**src/rtl/fma_round_pack.sv**
```systemverilog
// Final FMA stage: IEEE-754 single-precision rounding, range handling and packing.
// Two registered stages (increment, then carry/range/pack) behind a valid/ready handshake.
module fma_round_pack #(
  parameter int unsigned      WIDTH     = 32,
  parameter int unsigned      EXP_WIDTH = 8,
  parameter int unsigned      SIG_WIDTH = 23,
  parameter int unsigned      BIAS      = 127,
  parameter logic [WIDTH-1:0] CODE_NAN  = 32'h7FC0_0000
) (
  input  logic                 clk,
  input  logic                 rst_n,
  input  logic                 in_valid,
  output logic                 in_ready,
  input  logic [SIG_WIDTH+3:0] normalized,
  input  logic [EXP_WIDTH-1:0] norm_exp,
  input  logic                 sign,
  input  logic                 is_nan,
  input  logic                 is_inf,
  input  logic                 is_zero,
  input  logic                 invalid_in,
  input  logic [2:0]           rnd_mode,
  output logic                 out_valid,
  input  logic                 out_ready,
  output logic [WIDTH-1:0]     result,
  output logic [3:0]           flags
);

  localparam logic [2:0] RM_RNE = 3'b000;
  localparam logic [2:0] RM_RTZ = 3'b001;
  localparam logic [2:0] RM_RDN = 3'b010;
  localparam logic [2:0] RM_RUP = 3'b011;
  localparam logic [2:0] RM_RMM = 3'b100;

  localparam logic [EXP_WIDTH:0]   EXP_OVF   = (EXP_WIDTH+1)'(2*BIAS+1);
  localparam logic [EXP_WIDTH-1:0] EXP_ONES  = {EXP_WIDTH{1'b1}};
  localparam logic [EXP_WIDTH-1:0] EXP_ZERO  = {EXP_WIDTH{1'b0}};
  localparam logic [EXP_WIDTH-1:0] EXP_MAXF  = {{(EXP_WIDTH-1){1'b1}}, 1'b0};
  localparam logic [SIG_WIDTH-1:0] FRAC_ZERO = {SIG_WIDTH{1'b0}};
  localparam logic [SIG_WIDTH-1:0] FRAC_ONES = {SIG_WIDTH{1'b1}};

  function automatic logic round_inc(input logic [2:0] mode, input logic sgn,
                                     input logic lsb, input logic g,
                                     input logic r, input logic s);
    logic inexact;
    logic inc;
    inexact = g | r | s;
    case (mode)
      RM_RNE:  inc = g & (r | s | lsb);
      RM_RTZ:  inc = 1'b0;
      RM_RDN:  inc = sgn & inexact;
      RM_RUP:  inc = ~sgn & inexact;
      RM_RMM:  inc = g;
      default: inc = g & (r | s | lsb);
    endcase
    return inc;
  endfunction

  // Directed modes saturate to the largest finite value instead of infinity.
  function automatic logic [WIDTH-1:0] overflow_pack(input logic [2:0] mode, input logic sgn);
    logic [WIDTH-1:0] inf_w;
    logic [WIDTH-1:0] max_w;
    logic [WIDTH-1:0] res;
    inf_w = {sgn, EXP_ONES, FRAC_ZERO};
    max_w = {sgn, EXP_MAXF, FRAC_ONES};
    case (mode)
      RM_RTZ:  res = max_w;
      RM_RDN:  res = sgn ? inf_w : max_w;
      RM_RUP:  res = sgn ? max_w : inf_w;
      default: res = inf_w;
    endcase
    return res;
  endfunction

  logic                   s1_valid_q, s1_valid_d;
  logic                   s1_sign_q, s1_inexact_q, s1_nan_q, s1_inf_q, s1_zero_q, s1_nv_q;
  logic [2:0]             s1_mode_q;
  logic [EXP_WIDTH-1:0]   s1_exp_q;
  logic [SIG_WIDTH+1:0]   s1_sig_q;
  logic                   s1_inc_s;
  logic                   s1_inexact_s;
  logic [SIG_WIDTH+1:0]   s1_sig_s;

  logic                   out_valid_q, out_valid_d;
  logic [WIDTH-1:0]       result_q, result_d;
  logic [3:0]             flags_q, flags_d;

  logic                   s2_adv_s;
  logic                   s1_load_s;
  logic                   s2_load_s;
  logic [EXP_WIDTH:0]     exp_sum_s;
  logic [SIG_WIDTH-1:0]   frac_s;
  logic [WIDTH-1:0]       pack_res_s;
  logic [3:0]             pack_flags_s;
  logic                   unused_hidden_s;

  assign s2_adv_s        = ~out_valid_q | out_ready;
  assign in_ready        = ~s1_valid_q | s2_adv_s;
  assign s1_load_s       = in_valid & in_ready;
  assign s2_load_s       = s1_valid_q & s2_adv_s;
  assign unused_hidden_s = s1_sig_q[SIG_WIDTH];

  // S1 rounding increment applied to the 24-bit significand.
  always_comb begin
    s1_inc_s     = round_inc(rnd_mode, sign, normalized[3], normalized[2],
                             normalized[1], normalized[0]);
    s1_inexact_s = |normalized[2:0];
    s1_sig_s     = {1'b0, normalized[SIG_WIDTH+3:3]} + {{(SIG_WIDTH+1){1'b0}}, s1_inc_s};
    if (in_ready) begin
      s1_valid_d = in_valid;
    end else begin
      s1_valid_d = s1_valid_q;
    end
  end

  // S1 pipeline registers.
  always_ff @(posedge clk) begin
    if (!rst_n) begin
      s1_valid_q   <= 1'b0;
      s1_sign_q    <= 1'b0;
      s1_inexact_q <= 1'b0;
      s1_nan_q     <= 1'b0;
      s1_inf_q     <= 1'b0;
      s1_zero_q    <= 1'b0;
      s1_nv_q      <= 1'b0;
      s1_mode_q    <= 3'b000;
      s1_exp_q     <= EXP_ZERO;
      s1_sig_q     <= {(SIG_WIDTH+2){1'b0}};
    end else begin
      s1_valid_q <= s1_valid_d;
      if (s1_load_s) begin
        s1_sign_q    <= sign;
        s1_inexact_q <= s1_inexact_s;
        s1_nan_q     <= is_nan;
        s1_inf_q     <= is_inf;
        s1_zero_q    <= is_zero;
        s1_nv_q      <= invalid_in;
        s1_mode_q    <= rnd_mode;
        s1_exp_q     <= norm_exp;
        s1_sig_q     <= s1_sig_s;
      end
    end
  end

  // S2 carry-out renormalisation, range checks and special-operand priority.
  always_comb begin
    exp_sum_s = {1'b0, s1_exp_q} + {{EXP_WIDTH{1'b0}}, s1_sig_q[SIG_WIDTH+1]};
    if (s1_sig_q[SIG_WIDTH+1]) begin
      frac_s = FRAC_ZERO;
    end else begin
      frac_s = s1_sig_q[SIG_WIDTH-1:0];
    end

    if (s1_nan_q) begin
      pack_res_s   = CODE_NAN;
      pack_flags_s = {s1_nv_q, 3'b000};
    end else if (s1_inf_q) begin
      pack_res_s   = {s1_sign_q, EXP_ONES, FRAC_ZERO};
      pack_flags_s = {s1_nv_q, 3'b000};
    end else if (s1_zero_q) begin
      pack_res_s   = {s1_sign_q, EXP_ZERO, FRAC_ZERO};
      pack_flags_s = {s1_nv_q, 3'b000};
    end else if (s1_exp_q == EXP_ZERO) begin
      pack_res_s   = {s1_sign_q, EXP_ZERO, FRAC_ZERO};
      pack_flags_s = {s1_nv_q, 3'b011};
    end else if (exp_sum_s >= EXP_OVF) begin
      pack_res_s   = overflow_pack(s1_mode_q, s1_sign_q);
      pack_flags_s = {s1_nv_q, 3'b101};
    end else begin
      pack_res_s   = {s1_sign_q, exp_sum_s[EXP_WIDTH-1:0], frac_s};
      pack_flags_s = {s1_nv_q, 2'b00, s1_inexact_q};
    end

    if (s2_adv_s) begin
      out_valid_d = s1_valid_q;
    end else begin
      out_valid_d = out_valid_q;
    end

    if (s2_load_s) begin
      result_d = pack_res_s;
      flags_d  = pack_flags_s;
    end else begin
      result_d = result_q;
      flags_d  = flags_q;
    end
  end

  // S2 output registers; hold while the consumer stalls.
  always_ff @(posedge clk) begin
    if (!rst_n) begin
      out_valid_q <= 1'b0;
      result_q    <= {WIDTH{1'b0}};
      flags_q     <= 4'b0000;
    end else begin
      out_valid_q <= out_valid_d;
      result_q    <= result_d;
      flags_q     <= flags_d;
    end
  end

  assign out_valid = out_valid_q;
  assign result    = result_q;
  assign flags     = flags_q;

endmodule
```
**config.mk**
```make
export PLATFORM = sky130hd
export DESIGN_NAME = fma_round_pack
export DESIGN_NICKNAME = d
export VERILOG_FILES = /design/src/rtl/fma_round_pack.sv
export SDC_FILE = /design/constraint.sdc
export NUM_CORES = 1
export LEC_CHECK = 0
export BUFFER_PORTS_ARGS = -buffer_cell sky130_fd_sc_hd__buf_4
export CORE_UTILIZATION = 60
export CTS_BUF_LIST = sky130_fd_sc_hd__clkbuf_4 sky130_fd_sc_hd__clkbuf_8
export DETAILED_ROUTE_END_ITERATION = 7
export GPL_TIMING_DRIVEN = 0
export MAX_ROUTING_LAYER = met4
export PLACE_DENSITY_LB_ADDON = 0.2
export SLEW_MARGIN = 20
export SYNTH_ARGS = -nofsm -noshare
export SYNTH_HDL_FRONTEND = slang
export SYNTH_SLANG_ARGS = --single-unit
```
**constraint.sdc**
```tcl
create_clock -name clk -period 4.64 [get_ports clk]
set_clock_uncertainty 0.05 [all_clocks]
set_input_delay 0.696 -clock clk [delete_from_list [all_inputs] [get_ports clk]]
set_output_delay 0.696 -clock clk [all_outputs]
set_load 0.01 [all_outputs]
```
# Yosys cells after proc, flatten, opt, wreduce, memory -nomap -nowiden
# Index checks and enable logic that the tools add are counted.
[word_totals] ff_bits=80 latchBits=0 ramBits=0 mem_bits_ro=0 in_bits=47 out_inout_bits=38 word_cells=54 n_memories=0
[classes] n_addsub=2 n_mul=0 div_mod_pow=0 magnitude_cmp=1 n_eq_ne=7 n_shift=0 mux=15 bitwise=14 reduce_logical=2
[op_table] operator="$mux W32" n=7
[op_table] operator="$pmux W32 S3" n=1
[op_table] operator="$add A24 B1 Y25" n=1
[op_table] operator="$mux W23" n=1
[op_table] operator="$mux W3" n=5
[op_table] operator="$eq A3 B2 Y1 const B" n=4
[op_table] operator="$add A8 B1 Y9" n=1
[op_table] operator="$ge A9 B8 Y1 const B" n=1
[op_table] operator="$logic_not A8 Y1" n=1
[op_table] operator="$eq A3 B1 Y1 const B" n=2
[op_table] operator="$or A1 B1 Y1" n=6
[op_table] operator="$and A1 B1 Y1" n=5
[op_table] operator="$pmux W1 S4" n=1
[op_table] operator="$eq A3 B3 Y1 const B" n=1
[op_table] operator="$not A1 Y1" n=3
[op_table] operator="$reduce_or A3 Y1" n=1

# Logic depth before layout (Yosys ltp)
[depth] depth_word=7 depth_mapped=10 ltp_nobuf=10

# Worst setup path after synthesis
# No wires, ideal clock.
[synth_timing] path_type="input port to flip-flop" start="in normalized[3]" end="reg s1_sig_q[14]" t_arrival_ns=2.620 required_ns=4.504 path_slack_ns=1.884 stages=10 path_cell_list="or3_1 maj3_1 a21oi_1 nor2_1 ha_1 ha_1 nand3_2 nor3_1 xnor2_1 a211oi_1"
[synth_between] elab_chain_len=4
[synth_rtl] element="start, declared" line="14" rtl="input logic [SIG_WIDTH+3:0] normalized,"
[synth_rtl] element="$or A1 B1 Y1" line="48, 53"
[synth_rtl] element="$and A1 B1 Y1" line="48, 53"
[synth_rtl] element="$pmux W1 S4" line="47" rtl="case (mode)"
[synth_rtl] element="$add A24 B1 Y25 (*)" line="107" rtl="s1_sig_s = {1'b0, normalized[SIG_WIDTH+3:3]} + {{(SIG_WIDTH+1){1'b0}}, s1_inc_s};"
[synth_rtl] element="end signal, assigned" line="127" rtl="s1_sig_q <= {(SIG_WIDTH+2){1'b0}};"
[synth_rtl] element="end signal, assigned" line="139" rtl="s1_sig_q <= s1_sig_s;"
[synth_rtl] element="end, declared" line="78" rtl="logic [SIG_WIDTH+1:0] s1_sig_q;"
# Every way passes the cells marked *; elsewhere a longest branch is shown, timed or not.
# A chain may end at the register's enable or synchronous reset.

# Worst setup path in the final report
[layout_timing] start="in normalized[3]" end="reg s1_sig_q[16]"
# Same word-level chain as after synthesis.

==> impl_metrics.ini <==
[clocking]
clkLatencyLatePin_ps = 360
tritoncts = built
cts_num_sinks = 79
path_clk_slew_ps = 80
cts_root_buf = clkbuf_8
cts.htree.levels = 3
clk_path_buf_depth = 2
cts_hold_buf = 0
numCtsBuffers = 9
postCtsSetupBuffers = 0
cts_resized = 0

[die]
die_area_sq_um = 6290
row_count = 27
die_y_um = 79.3
start_util_pct = 63.6
ioPinCount = 85
die_x_um = 79.3
core_area_sq_um = 5640

[timing]
setup_violations = 0
finalWorstSetupSlack_ps = 1900
hold_viol_final = 0
setup_tns_ps = 0
tightest_slew_ps = 659
rsz0062_at_grt = false
finalMaxSlewViolations = 0
hold_ws_ps = 407
fmax_mhz = 364
fin_crit_sh_pct = 59.1
relSlewSlack_pct = 55.6
layout_min_cycle_time_ps = 2740

[global_route]
antenna_found_initial = 0
grt_overflow = 0
grt_pass1_wl_um = 14300
grt_max_degree = 15
grt_pass1_vias = 3021
track_usage_pct = 30.6

[place]
gp_congestion = 0.849
port_buffers = 84
place_ws_ps = 1510
dp.cells = 588
dp_hpwl_um = 6610
placed_cell_area_sq_um = 4310

[power]
powerDensity_nw_per_um2 = 346
p_leak_nw = 1.80
max-vdd-ir-drop_v = 0.000278
finalPower_mw = 1.58

[hold_path]
hp-start = result[4]$_SDFFE_PN0P_
hold_class = reg -> reg

[critical_path]
r2r_cells = 8
crit_fanout = 7
rr_startpoint = s1_sig_q[24]$_SDFFE_PN0P_
cp_cell_sequence = buf_4 -> or3_1 -> maj3_1 -> a21oi_1 -> nor2_1 -> ha_1 -> ha_1 -> nand3_2 -> nor3_1 -> xnor2_1 -> a211oi_1
worstSetupPathType = in -> reg
critPathArrivalTime_ps = 2960
r2r_setup_slack_ps = 2350
cpMostUsedCell = ha_1
slowest_stage = or3_1
rr_endpoint = result[17]$_SDFFE_PN0P_
required_ps = 4850
cp-startpoint = normalized[3]
max_stage_delay_ps = 360
cp-end-kind = flop
start_kind = input pin
endpoint = s1_sig_q[16]$_SDFFE_PN0P_

[synth]
ys.flop_type = dfxtp_1
synth_seq_cells = 79
synth_cell_type_count = 50
synth.avg_cell_area_sq_um = 8.31
synth-async-reset-ratio_pct = 0
synth_edf_count = 0
syn-instance-count = 432
syn-num-nets = 483
seq_area_frac_synth_pct = 44.1
synth_area_sq_um = 3590
yosysWarnings = 0

[finish]
instances_no_fill = 604
num-nets-final = 578
n_antenna_cell = 0
final_area_sq_um = 4560
syn_to_final_growth_pct = 27.1
utilization_pct = 80.9
drive_above_1_share_pct = 23.7

[routing]
antenna_left = 0
drtIter0Drc = 220
vias = 3426
wl_per_cell_um = 14.6
finalWirelength_um = 8790
post-route-drc-count = 0
vias_per_cell = 5.67
dr.pass1.iters = 5

[run]
timing.max_cap.violations = 0

[status]
outcome = completed
==> flip-flops by register name, indices dropped and copies added (netlist names) <==
| signal | cells |
|---|---|
| s1_valid_q | 1 |
| out_valid | 1 |
| flags | 4 |
| s1_zero_q | 1 |
| s1_mode_q | 3 |
| s1_nan_q | 1 |
| s1_inexact_q | 1 |
| s1_sig_q | 24 |
| s1_nv_q | 1 |
| s1_exp_q | 8 |
| s1_sign_q | 1 |
| s1_inf_q | 1 |
| result | 32 |
==> layout by cell type, fill, tap and decap left out, types with 3 or more instances in the layout <==
cell type  instances
inv_1              8
xnor2_1           20
nand2_1           72
o21ai_1           20
nor3_1             8
nand3_1           11
clkbuf_8          10
bufinv_16          3
nand2b_1           3
a211oi_1          18
nor2b_1            3
nand4_4            3
xor2_1             6
nor4_1             3
buf_4             86
clkbuf_1          16
nand4_1            5
ha_1               4
nor2_1            41
o21ai_0           13
buf_2              4
a21oi_1           55
dfxtp_1           79
==> worst max-delay path: cells and delay by family <==
| family | cells | cell delay (ps) |
|---|---|---|
| adders and majority gates | 3 | 910 |
| xor gates and xnor gates | 1 | 130 |
| and+or+nand+nor | 4 | 690 |
| AOI/OAI and AO/OA | 2 | 410 |
| buffers and inverters | 1 | 110 |
==> worst min-delay path by stage <==
| stage | end | slack [ps] | depth (start not counted) |
|---|---|---|---|
| 2_1_floorplan | s1_mode_q[1]$_SDFFE_PN0P_ | 380 | 2 |
| 3_3_place_gp | flags[0]$_SDFFE_PN0P_ | 380 | 2 |
| 3_5_place_dp | result[8]$_SDFFE_PN0P_ | 400 | 2 |
| 4_1_cts | result[4]$_SDFFE_PN0P_ | 410 | 2 |
| 5_1_grt | s1_mode_q[1]$_SDFFE_PN0P_ | 420 | 2 |
| 6_report | result[4]$_SDFFE_PN0P_ | 410 | 2 |
==> Yosys cell counts (all sizes together) (2+ instances only) <==
| master | instances | area [sq um] |
|---|---|---|
| dfxtp | 79 | 1580 |
| nand2 | 72 | 270 |
| a21oi | 55 | 275 |
| nor2 | 42 | 160 |
| o21ai | 33 | 165 |
| a211oi | 20 | 160 |
| xnor2 | 20 | 175 |
| clkbuf | 16 | 60.1 |
| nand3 | 12 | 65.1 |
| inv | 9 | 33.8 |
| nor3 | 9 | 56.3 |
| nand4 | 8 | 95.1 |
| buf | 6 | 35.0 |
| nor4 | 6 | 73.8 |
| xor2 | 6 | 52.6 |
| ha | 4 | 50.1 |
| and3 | 3 | 20.0 |
| nand2b | 3 | 18.8 |
| nor2b | 3 | 18.8 |
| and2 | 2 | 12.5 |
| and4 | 2 | 22.5 |
| nor3b | 2 | 15.0 |
| o221a | 2 | 22.5 |
| o311ai | 2 | 17.5 |
| or3 | 2 | 12.5 |
==> cell type report <==
class                      instances  area, sq um
inverter                           9         33.8
sequential                        79         1580
fill                             405         1080
clock inverter                     6          115
clock buffer                      10          138
tap                               72         90.1
multi-input combinational        322         1880
buffer                            22         95.1
timing repair buffer              84          631
==> kinds of logic (layout without fill, tap and decap cells) <==
family / count (synthesis) / in the layout / share of synthesized area (%)
buffers and inverters: 31 / 131 / 3.59
XOR/XNOR: 26 / 26 / 6.35
AO/OA/AOI/OAI: 123 / 123 / 20.4
flip-flops: 79 / 79 / 44.1
multiplexers: 1 / 1 / 0.279
AND/OR/NAND/NOR: 167 / 167 / 23.6
adder cells (fa/ha/maj): 5 / 5 / 1.67
==> metal layers <==
layer  up-vias  routed length [um]  GRT usage, %
met1      1554                4080          41.2
li1       1713                   -             -
met3        14                 611          6.21
met4         0                 123          12.0
met2       145                3970          45.0
met5         -                   0             -
==> report_power, final <==
part	switching, mW	total [mW]	internal (mW)
registers	0.0257	0.739	0.713
clock network	0.263	0.639	0.376
logic	0.110	0.201	0.0908
total	0.399	1.58	1.18
Power figures use the tool's default switching activity.
